[src/rtl/pio_cmd_pkg.sv]
// Shared definitions for the HPS-to-fabric PIO command responder.
// Holds the opcode and FSM state encodings, the pio_status bit positions
// and the bit layout of the 29-bit instruction word.
package pio_cmd_pkg;

  // Instruction word layout: [2:0] opcode, [19:3] addr, [27:20] data, [28] reserved.
  localparam int unsigned INSTR_W  = 29;
  localparam int unsigned OP_LSB   = 0;
  localparam int unsigned OP_MSB   = 2;
  localparam int unsigned ADDR_LSB = 3;
  localparam int unsigned ADDR_MSB = 19;
  localparam int unsigned DATA_LSB = 20;
  localparam int unsigned DATA_MSB = 27;
  localparam int unsigned RSVD_BIT = 28;

  // pio_status bit positions.
  localparam int unsigned ST_ERR  = 3;
  localparam int unsigned ST_DONE = 2;
  localparam int unsigned ST_MAX  = 1;
  localparam int unsigned ST_MIN  = 0;

  typedef enum logic [2:0] {
    OpNop     = 3'd0,
    OpLoad    = 3'd1,
    OpStore   = 3'd2,
    OpZoomIn  = 3'd3,
    OpZoomOut = 3'd4,
    OpZoomRst = 3'd5,
    OpIll6    = 3'd6,
    OpIll7    = 3'd7
  } opcode_e;

  typedef enum logic [2:0] {
    StIdle   = 3'd0,
    StDecode = 3'd1,
    StIssue  = 3'd2,
    StWait   = 3'd3,
    StDone   = 3'd4
  } state_e;

endpackage

[src/rtl/pio_cmd_decode.sv]
// Combinational decoder for a latched PIO instruction.
// Extracts opcode/addr/data, checks legality (opcode range, LOAD/STORE
// address range, zoom saturation) and computes the zoom level that a
// local op would leave behind.
// Ports:
//   instr_i    - latched instruction word, reserved bit stripped
//   zoom_i     - current zoom level
//   op_o       - opcode field
//   addr_o     - address field
//   data_o     - data field
//   zoom_o     - zoom level after executing the op (== zoom_i unless a legal zoom op)
//   is_local_o - op completes without the pixel engine (includes all rejected ops)
//   err_o      - op is illegal
module pio_cmd_decode
  import pio_cmd_pkg::*;
#(
  parameter int unsigned OPCODE_W   = 3,
  parameter int unsigned ADDR_W     = 17,
  parameter int unsigned DATA_W     = 8,
  parameter int unsigned ADDR_LIMIT = 76800,
  parameter int unsigned ZOOM_MAX   = 3,
  localparam int unsigned ZOOM_W    = $clog2(ZOOM_MAX + 1)
) (
  input  logic [DATA_MSB:0]   instr_i,
  input  logic [ZOOM_W-1:0]   zoom_i,
  output logic [OPCODE_W-1:0] op_o,
  output logic [ADDR_W-1:0]   addr_o,
  output logic [DATA_W-1:0]   data_o,
  output logic [ZOOM_W-1:0]   zoom_o,
  output logic                is_local_o,
  output logic                err_o
);

  opcode_e op;

  assign op_o   = instr_i[OP_MSB:OP_LSB];
  assign addr_o = instr_i[ADDR_MSB:ADDR_LSB];
  assign data_o = instr_i[DATA_MSB:DATA_LSB];
  assign op     = opcode_e'(op_o);

  always_comb begin
    zoom_o     = zoom_i;
    is_local_o = 1'b1;
    err_o      = 1'b0;
    unique case (op)
      OpNop: ;
      OpLoad, OpStore: begin
        // Out-of-frame accesses are rejected here and never reach the engine.
        if (32'(addr_o) >= ADDR_LIMIT) begin
          err_o = 1'b1;
        end else begin
          is_local_o = 1'b0;
        end
      end
      OpZoomIn: begin
        if (zoom_i == ZOOM_W'(ZOOM_MAX)) err_o = 1'b1;
        else                              zoom_o = zoom_i + 1'b1;
      end
      OpZoomOut: begin
        if (zoom_i == '0) err_o = 1'b1;
        else              zoom_o = zoom_i - 1'b1;
      end
      OpZoomRst: zoom_o = '0;
      default:   err_o  = 1'b1;
    endcase
  end

endmodule

[src/rtl/pio_cmd_responder.sv]
// FPGA-side responder for the HPS-to-fabric PIO command channel.
// Captures an instruction on a rising edge of start, decodes it, executes
// zoom ops locally and dispatches LOAD/STORE to the pixel engine over a
// valid/ready channel, then reports done/error/zoom limits to the HPS.
// Optional engine watchdog: define PIO_CMD_TIMEOUT_EN.
// Ports:
//   clk, reset_n        - clock, asynchronous active-low reset
//   pio_instruction     - instruction word from the HPS
//   pio_control         - [0] start (level), [1] clear
//   pio_status          - [3] error, [2] done, [1] zoom_max, [0] zoom_min
//   cmd_valid/cmd_ready - command handshake to the pixel engine
//   cmd_op/addr/data    - command fields, stable while cmd_valid is high
//   cmd_zoom            - current zoom level
//   rsp_valid/rsp_error - engine completion pulse and its error flag
module pio_cmd_responder
  import pio_cmd_pkg::*;
#(
  parameter int unsigned OPCODE_W       = 3,
  parameter int unsigned ADDR_W         = 17,
  parameter int unsigned DATA_W         = 8,
  parameter int unsigned ADDR_LIMIT     = 76800,
  parameter int unsigned ZOOM_MAX       = 3,
  parameter int unsigned TIMEOUT_CYCLES = 1024,
  localparam int unsigned ZOOM_W        = $clog2(ZOOM_MAX + 1)
) (
  input  logic                clk,
  input  logic                reset_n,
  input  logic [INSTR_W-1:0]  pio_instruction,
  input  logic [1:0]          pio_control,
  output logic [3:0]          pio_status,
  output logic                cmd_valid,
  input  logic                cmd_ready,
  output logic [OPCODE_W-1:0] cmd_op,
  output logic [ADDR_W-1:0]   cmd_addr,
  output logic [DATA_W-1:0]   cmd_data,
  output logic [ZOOM_W-1:0]   cmd_zoom,
  input  logic                rsp_valid,
  input  logic                rsp_error
);

  state_e            state_q, state_d;
  logic              start_q;
  logic [DATA_MSB:0] instr_q, instr_d;
  logic [ZOOM_W-1:0] zoom_q, zoom_d;
  logic              err_q, err_d;

  logic              start, clear, start_edge;
  logic              timeout_hit;
  logic [ZOOM_W-1:0] dec_zoom;
  logic              dec_is_local, dec_err;

  // The reserved instruction bit carries no meaning.
  logic unused_rsvd;
  assign unused_rsvd = pio_instruction[RSVD_BIT];

  assign start      = pio_control[0];
  assign clear      = pio_control[1];
  assign start_edge = start & ~start_q;

  pio_cmd_decode #(
    .OPCODE_W  (OPCODE_W),
    .ADDR_W    (ADDR_W),
    .DATA_W    (DATA_W),
    .ADDR_LIMIT(ADDR_LIMIT),
    .ZOOM_MAX  (ZOOM_MAX)
  ) u_decode (
    .instr_i   (instr_q),
    .zoom_i    (zoom_q),
    .op_o      (cmd_op),
    .addr_o    (cmd_addr),
    .data_o    (cmd_data),
    .zoom_o    (dec_zoom),
    .is_local_o(dec_is_local),
    .err_o     (dec_err)
  );

`ifdef PIO_CMD_TIMEOUT_EN
  localparam int unsigned TMO_W = $clog2(TIMEOUT_CYCLES + 1);
  logic [TMO_W-1:0] tmo_q, tmo_d;

  always_comb begin
    tmo_d = tmo_q;
    if (state_q == StDecode) begin
      tmo_d = '0;
    end else if (state_q == StIssue || state_q == StWait) begin
      tmo_d = tmo_q + 1'b1;
    end
  end

  always_ff @(posedge clk or negedge reset_n) begin
    if (!reset_n) tmo_q <= '0;
    else          tmo_q <= tmo_d;
  end

  // tmo_q counts cycles already spent in ISSUE/WAIT; fire during the last allowed one.
  assign timeout_hit = (state_q == StIssue || state_q == StWait) &&
                       (tmo_q == TMO_W'(TIMEOUT_CYCLES - 1));
`else
  logic unused_timeout;
  assign unused_timeout = (TIMEOUT_CYCLES == 0);
  assign timeout_hit    = 1'b0;
`endif

  // State register.
  always_ff @(posedge clk or negedge reset_n) begin
    if (!reset_n) state_q <= StIdle;
    else          state_q <= state_d;
  end

  // Next-state logic.
  always_comb begin
    state_d = state_q;
    unique case (state_q)
      StIdle:   if (start_edge) state_d = StDecode;
      StDecode: state_d = dec_is_local ? StDone : StIssue;
      StIssue:  if (cmd_ready) state_d = StWait;
      StWait:   if (rsp_valid) state_d = StDone;
      StDone:   if (!start) state_d = StIdle;
      default:  state_d = StIdle;
    endcase
    if (timeout_hit) state_d = StDone;
    if (clear)       state_d = StIdle;
  end

  // Outputs. Clear and timeout withdraw cmd_valid in the same cycle so the
  // engine never accepts a command the responder is abandoning.
  always_comb begin
    cmd_valid           = (state_q == StIssue) && !clear && !timeout_hit;
    pio_status          = '0;
    pio_status[ST_ERR]  = err_q;
    pio_status[ST_DONE] = (state_q == StDone);
    pio_status[ST_MAX]  = (zoom_q == ZOOM_W'(ZOOM_MAX));
    pio_status[ST_MIN]  = (zoom_q == '0);
    cmd_zoom            = zoom_q;
  end

  // Datapath next-state: instruction latch, zoom level, sticky error.
  always_comb begin
    instr_d = instr_q;
    zoom_d  = zoom_q;
    err_d   = err_q;
    if (state_q == StIdle && start_edge) begin
      instr_d = pio_instruction[DATA_MSB:0];
      err_d   = 1'b0;
    end
    if (state_q == StDecode) begin
      zoom_d = dec_zoom;
      err_d  = dec_err;
    end
    if (state_q == StWait && rsp_valid) err_d = rsp_error;
    if (timeout_hit) err_d = 1'b1;
    if (clear) begin
      instr_d = instr_q;
      zoom_d  = zoom_q;
      err_d   = 1'b0;
    end
  end

  always_ff @(posedge clk or negedge reset_n) begin
    if (!reset_n) begin
      start_q <= 1'b0;
      instr_q <= '0;
      zoom_q  <= '0;
      err_q   <= 1'b0;
    end else begin
      // start_q tracks start even during clear so a held start cannot retrigger.
      start_q <= start;
      instr_q <= instr_d;
      zoom_q  <= zoom_d;
      err_q   <= err_d;
    end
  end

endmodule

[config.mk]
export PLATFORM = sky130hd
export DESIGN_NAME = pio_cmd_responder
export DESIGN_NICKNAME = d
export VERILOG_FILES = /design/src/rtl/pio_cmd_pkg.sv /design/src/rtl/pio_cmd_decode.sv /design/src/rtl/pio_cmd_responder.sv
export SDC_FILE = /design/constraint.sdc
export NUM_CORES = 1
export LEC_CHECK = 0
export CAP_MARGIN = 20
export CORE_MARGIN = 1.5
export CORE_UTILIZATION = 42
export CTS_CLUSTER_DIAMETER = 120
export DETAILED_ROUTE_END_ITERATION = 10
export PLACE_DENSITY = 0.79
export SLEW_MARGIN = 5
export SYNTH_ARGS = -nofsm -noshare
export SYNTH_HDL_FRONTEND = slang
export SYNTH_SLANG_ARGS = --single-unit
[constraint.sdc]
create_clock -name clk -period 1.85 [get_ports clk]
set_input_delay 0.2775 -clock clk [delete_from_list [all_inputs] [get_ports clk]]
set_output_delay 0.2775 -clock clk [all_outputs]
set_load 0.1 [all_outputs]
**After elaboration in Yosys (flattened, before gate mapping)**

Index checks and enable logic that the tools add are counted.

- Register bits after elaboration: 35
- Bits of input ports: 36
- Output and inout port bits: 35
- Word-level logic and storage cells: 60

- Add/subtract/negate cells: 2
- Order comparisons: 1
- Equality and inequality tests: 16
- Mux-type cells: 19
- Bitwise gates (word level): 3
- Reduce and logical (&&, ||, !) cells: 14

Operator list:

| kind | number |
|---|---|
| two-way mux 3 bit | 6 |
| >= comparator 17 bit, second input constant | 1 |
| case mux 3 bit (5 select lines) | 1 |
| == test 3 x 2 -> 1 bit, second input constant | 4 |
| inequality test 3 bit, second input constant | 4 |
| == test 3 bit, second input constant | 3 |
| two-way mux 1 bit | 8 |
| == test 3 x 1 -> 1 bit, second input constant | 2 |
| zero test 3 bit | 2 |
| case mux 2 bit (3 select lines) | 1 |
| AND reduction 5 bit | 1 |
| two-way mux 2 bit | 2 |
| inequality test 2 bit, second input constant | 2 |
| case mux 1 bit (4 select lines) | 1 |
| AND reduction 4 bit | 1 |
| nonzero test 4 bit | 1 |
| OR reduction 2 bit | 2 |
| logical AND 1 bit | 3 |
| nonzero test 3 bit | 1 |
| adder 2 x 1 -> 2 bit, second input constant | 1 |
| == test 2 bit, second input constant | 1 |
| zero test 2 bit | 1 |
| NOT 1 bit | 2 |
| AND reduction 2 bit | 1 |
| other kinds (3) | 3 |

**Longest topological paths before layout**

Gate-level depths: netlist of run 1.

- Depth in word-level cells: 7
- Gate-level depth with buffers: 5
- Depth with buffers taken out: 4

**Hierarchy**

Synthesis of run 1 repeated with hierarchy kept, for this count alone.

- Cell total of the unflattened synthesis: 146
- Area, all modules: 1878.1 sq um

By module, submodules not included:

| module | times used | cells each | area each (sq um) | sequential area each (sq um) |
|---|---|---|---|---|
| pio_cmd_responder | 1 | 97 | 1530.2 | 875.8 |
| pio_cmd_decode | 1 | 49 | 347.8 | 0.0 |

**Least setup slack after synthesis of run 1**

Ideal clock, no wire load.

- Path kind: reg-to-output
- Start: reg state_q[1]
- End: out cmd_valid
- Arrival: 3.612 ns
- Required time: 1.572 ns
- Path slack: -2.039 ns
- Cell stages (with the launch flop): 3
- Buffers on the path: 1
- Cell sequence: dfrtp_1 buf_2 nor4b_1

- Longest elaborated chain between the ends: 2

Ends and longest elaborated chain:

| element | RTL line | text |
|---|---|---|
| start: declaration | pio_cmd_responder.sv:41 | `state_e state_q, state_d;` |
| start signal: assignment | pio_cmd_responder.sv:106 | `if (!reset_n) state_q <= StIdle;` |
| start signal: assignment | pio_cmd_responder.sv:107 | `else state_q <= state_d;` |
| == test 3 x 2 -> 1 bit | pio_cmd_responder.sv:128 | `cmd_valid = (state_q == StIssue) && !clear && !timeout_hit;` |
| logical AND 1 bit | pio_cmd_responder.sv:128 |  |
| end: declaration | pio_cmd_responder.sv:31 | `output logic cmd_valid,` |

Every way passes these cells.

**Worst setup path in the final report of run 1**

- Start: in pio_control[1]
- End: out cmd_valid

- Longest elaborated chain between the ends: 2

Ends and longest elaborated chain:

| element | RTL line | text |
|---|---|---|
| start: declaration | pio_cmd_responder.sv:29 | `input logic [1:0] pio_control,` |
| zero test 1 bit | pio_cmd_responder.sv:128 |  |
| logical AND 1 bit | pio_cmd_responder.sv:128 |  |

Every way passes these cells.

==> results of run 1 <==
sequential cells by signal (all words and copies together), names as in the netlist:
| signal | cells |
|---|---|
| start_q | 1 |
| cmd_zoom | 2 |
| state_q | 3 |
| err_q | 1 |
| instr_q | 28 |
cell usage after synthesis (2+ instances only):
cell       n  area share (%)
nor2_4     2             1.3
a21oi_1    2            0.60
nor3b_1    2            0.90
buf_6      4             2.7
mux2_2     8             5.4
and2_1     2            0.75
dfrtp_1   35              52
a211oi_1   3             1.3
inv_1      2            0.45
mux2_4    20              18
nand3_1    2            0.60
o31ai_1    2            0.90
nand2_1    3            0.67
nor4_1     2            0.75
buf_4      2            0.90
nor2b_1    3             1.1
nor2_1     3            0.67
buf_2      2            0.60
path summary, 6_finish.rpt:
check | start | slack (ns) | to | depth (start not counted)
setup / recovery | pio_control[1] | 0.09 | cmd_valid | 3
hold / removal | reset_n | 0.48 | instr_q[8]$_DFFE_PN0P_ | 2
setup reg to reg | instr_q[16]$_DFFE_PN0P_ | 0.39 | state_q[1]$_DFFE_PN0P_ | 4
hold reg to reg | instr_q[4]$_DFFE_PN0P_ | 0.51 | instr_q[4]$_DFFE_PN0P_ | 1
max in group asynchronous | reset_n | 0.83 | instr_q[20]$_DFFE_PN0P_ | 3
min in group clk | instr_q[4]$_DFFE_PN0P_ | 0.51 | instr_q[4]$_DFFE_PN0P_ | 1
routing by layer:
layer / share of wire (%) / routed length [um] / up-vias / track usage, %
met2: 49 / 1790 / 52 / 29.2
met1: 43 / 1560 / 586 / 23.1
met3: 6.7 / 243 / 6 / 5.79
li1: - / - / 575 / -
met5: 0 / 0 / - / 0
met4: 1.0 / 38 / 0 / 6.89
logic make-up after synthesis:
logic type             Yosys count  share of synthesized area, %
XOR/XNOR                         1                         0.524
AO/OA/AOI/OAI                   15                          6.82
AND/OR/NAND/NOR                 27                          11.6
buffers and inverters           10                          4.64
flip-flops                      35                          52.4
multiplexers                    29                          24.0
stage by stage:
step / util (%) / setup WS (ns) / cells / instance area, um^2 / hold WS, ns
2_1_floorplan: - / 0.0123 / 117 / 1690 / -0.0181
6_report: 67.7 / 0.0864 / 240 / 2540 / 0.483
5_1_grt: 67.7 / 0.0562 / 240 / 2540 / 0.515
4_1_cts: 67.7 / 0.0858 / 240 / 2540 / 0.488
3_3_place_gp: 65.3 / 0.0780 / 231 / 2440 / 0.243
3_5_place_dp: 65.3 / 0.00942 / 231 / 2440 / 0.248
layout make-up:
cell class,instances,area share (%)
Multi-Input combinational cell,72,29.0
Clock buffer,7,3.01
Clock inverter,1,0.197
Inverter,2,0.296
Sequential cell,35,34.7
Timing Repair Buffer,75,30.4
Tap cell,48,2.37
==> flow_summary.json, run 1 <==
{
  "io_pins": 71,
  "drtPass1Iterations": 4,
  "fp-row-count": 22,
  "path_cells": "clkdlybuf4s50_1 > nor4b_4 > buf_12",
  "ys_warn_count": 0,
  "numClockSinks": 35,
  "multi_input_area_um2": 736,
  "endpoint_kind": "output pin",
  "post-route-period-util_pct": 95.3,
  "wl_um": 3630,
  "fin_crit_ns": 1.76,
  "floorplan.initialDensity_pct": 44.6,
  "diodes": 0,
  "drt_iter0_markers": 74,
  "arrival_ns": 1.49,
  "max-slew-margin-rel_pct": 69.9,
  "async_reset_ff_share_pct": 100,
  "critPathKind": "in2out",
  "final_common_cell": "clkdlybuf4s50_1",
  "clock.fmax_mhz": 567,
  "cts_tree": "yes",
  "rsz0062_at_grt": "false",
  "cts_hold_buf": 1,
  "dp_hpwl_um": 2750,
  "cts.path.max_buffers": 2,
  "crit_path_max_incr_delay_ns": 0.57,
  "ys_dominant_reg_cell": "dfrtp_1",
  "synth_cells": 117,
  "grt_overflow_total": 0,
  "ff_latch_area_um2": 881,
  "worstSetupStartpointType": "input port",
  "cts_setup_buffers": 0,
  "place_congestion": 0.746,
  "fillerInstances": 295,
  "fin_nets": 227,
  "die_y_um": 66.1,
  "io_buffers": 69,
  "layout_common_cells": "clkdlybuf4s50_1, dfrtp_1, buf_4",
  "ys_ff_latch": 35,
  "grt_max_degree": 21,
  "status": "complete, no violations",
  "tightest_slew_ns": 0.452,
  "ys_types": 36,
  "clk_pin_slew_ns": 0.07,
  "drc": 0,
  "dieArea_mm2": 0.00436,
  "ys_seq_area_share_pct": 52.4,
  "crit_required_ns": 1.57,
  "setup_viol": 0,
  "grt_pass1_vias": 1212,
  "die_w_um": 66.1,
  "cts-htree-levels": 2,
  "timing.final.hold_violations": 0,
  "worstSkewPairLatency_ns": 0.28,
  "drive_gt1_share_pct": 45.8,
  "track_usage_pct": 18.2,
  "cap_violations": 0,
  "finalSetupTns_ns": 0,
  "syn_avg_cell_area_um2": 14.3,
  "fin_skew_ns": 0.00407,
  "cts_resized": 0,
  "grt_antenna_before_repair": 0,
  "critPathMaxFanout": 5,
  "vias": 1219,
  "syn-cell-area_mm2": 0.00167,
  "wl_per_cell_um": 15.1,
  "drv_slew": 0,
  "root_buffer": "clkbuf_8",
  "area_growth_pct": 51.8,
  "synth_nets": 153,
  "min_path_type": "in2async",
  "crit_buf_inv": 2,
  "core_area_mm2": 0.00374,
  "via_per_inst": 5.08,
  "synth_edf_count": 0,
  "ant_nets": 0,
  "grt_pass1_wl_um": 5840,
  "numCtsBuffers": 5,
  "crit_slowest_cell": "clkdlybuf4s50_1",
  "cpLargestDelayFamily": "buffers and inverters"
}
Power of run 1 is not shown: default switching activity piles up to over one toggle a cycle in this logic, so the estimate is an artifact.
==> run 2, diff against run 1 <==
Settings changed: CELL_PAD_IN_SITES_DETAIL_PLACEMENT set to 0, CELL_PAD_IN_SITES_GLOBAL_PLACEMENT set to 1, CORE_UTILIZATION 42 to 35, MAX_ROUTING_LAYER set to met4, PLACE_DENSITY 0.79 to not set, PLACE_DENSITY_LB_ADDON set to 0.1.
Clock period 1.85 ns to 2.2 ns, I/O delays scaled along.
==> flow_summary.json, run 2 (synthesized netlist as in run 1, its figures left out) <==
{
  "dieArea_mm2": 0.00520,
  "max-slew-margin-rel_pct": 49.1,
  "root_buffer": "clkbuf_8",
  "status": "complete, no violations",
  "wl_um": 3470,
  "cts-htree-levels": 2,
  "cts_tree": "yes",
  "diodes": 0,
  "worstSetupStartpointType": "input port",
  "ant_nets": 0,
  "floorplan.initialDensity_pct": 37.3,
  "drive_gt1_share_pct": 42.8,
  "fin_ws_ns": 0.305,
  "crit_path_max_incr_delay_ns": 0.56,
  "track_usage_pct": 14.8,
  "crit_required_ns": 1.87,
  "grt_antenna_before_repair": 0,
  "fin_nets": 222,
  "fp-row-count": 24,
  "timing.final.hold_violations": 0,
  "reg2reg_to": "instr_q[4]$_DFFE_PN0P_",
  "setup_viol": 0,
  "worstSkewPairLatency_ns": 0.28,
  "clk_pin_slew_ns": 0.07,
  "rsz0062_at_grt": "false",
  "io_buffers": 69,
  "arrival_ns": 1.57,
  "area_growth_pct": 44.7,
  "path_cells": "clkdlybuf4s50_1 > nor4b_2 > buf_12",
  "die_y_um": 72.1,
  "die_w_um": 72.1,
  "tightest_slew_ns": 0.763,
  "dp_slack_ns": 0.312,
  "grt_pass1_vias": 1242,
  "cts_resized": 0,
  "numClockSinks": 35,
  "post-route-period-util_pct": 86.2,
  "wl_per_cell_um": 14.5,
  "largest_reg_flops": 28,
  "numCtsBuffers": 5,
  "regMostFlops": "instr_q",
  "via_per_inst": 4.94,
  "crit_slowest_cell": "clkdlybuf4s50_1",
  "fin_skew_ns": 0.0109,
  "min_path_type": "in2async",
  "layout_common_cells": "dfrtp_1, clkdlybuf4s50_1, buf_4",
  "drt_iter0_markers": 41,
  "fillerInstances": 390,
  "final_common_cell": "dfrtp_1",
  "grt_overflow_total": 0,
  "timing.rr.start": "state_q[0]$_DFFE_PN0P_",
  "vias": 1181,
  "crit_buf_inv": 2,
  "core_area_mm2": 0.00447,
  "drc": 0,
  "rrSetupSlack_ns": 0.75,
  "grt_max_degree": 36,
  "drtPass1Iterations": 2,
  "endpoint_kind": "output pin",
  "critPathKind": "in2out",
  "dp_hpwl_um": 2520,
  "clock.fmax_mhz": 528,
  "critPathMaxFanout": 6,
  "place_congestion": 0.720,
  "cap_violations": 0,
  "cpLargestDelayFamily": "buffers and inverters",
  "fin_crit_ns": 1.90,
  "r2r_cells": 4,
  "drv_slew": 0,
  "cts.path.max_buffers": 2,
  "cts_setup_buffers": 0,
  "grt_pass1_wl_um": 5750,
  "cts_hold_buf": 0,
  "io_pins": 71
}
[run 2: changes by cell type in the layout (fill, tap and decap cells not counted), sizes merged]
cell         delta
clkbuf          +1
clkinv          -1
dlygate4sd3     -1
buf             -4
[run 2: metrics by stage]
step / cell area, um^2 / utilization (%) / TNS [ns] / hold slack, ns / instances
6_report: 2420 / 54.0 / 0 / 0.115 / 239
5_1_grt: 2420 / 54.0 / 0 / 0.196 / 239
4_1_cts: 2420 / 54.0 / 0 / 0.156 / 239
3_5_place_dp: 2320 / 51.8 / 0 / 0.459 / 231
3_3_place_gp: 2320 / 51.8 / 0 / 0.448 / 231
2_1_floorplan: 1680 / - / -0.324 / 0.0344 / 117
[run 2: worst max-delay path by stage]
stage	from	to	slack [ns]	depth (start not counted)
2_1_floorplan	state_q[2]$_DFFE_PN0P_	cmd_valid	-0.32	1
3_3_place_gp	pio_control[1]	cmd_valid	0.34	3
3_5_place_dp	pio_control[1]	cmd_valid	0.31	3
4_1_cts	pio_control[1]	cmd_valid	0.31	3
5_1_grt	pio_control[1]	cmd_valid	0.26	3
6_report	pio_control[1]	cmd_valid	0.30	3
[run 2: metal layers]
| layer | up-vias | wire, um | GRT usage [%] | part of all wire, % |
|---|---|---|---|---|
| met2 | 39 | 1680 | 23.0 | 48 |
| met4 | 0 | 44 | 5.24 | 1.3 |
| met1 | 573 | 1550 | 18.3 | 45 |
| met5 | - | 0 | - | 0 |
| met3 | 5 | 198 | 4.58 | 5.7 |
| li1 | 564 | - | - | - |
[run 2: worst reg2reg max path: cells and delay by family, from the launching register on]
kind | cells | cell delay [ns]
flops | 1 | 0.56
simple gates | 2 | 0.18
mux | 1 | 0.37
buf+inv | 1 | 0.22
[run 2: final cells by class]
cell class | count | area, um^2 | area share [%]
timing repair buffer | 70 | 643 | 26.6
clock buffer | 8 | 100 | 4.14
tap | 52 | 65.1 | 2.69
sequential | 35 | 876 | 36.2
multi-input combinational | 72 | 726 | 30.0
inverter | 2 | 7.51 | 0.311
Power of run 2 is left out for the same reason.
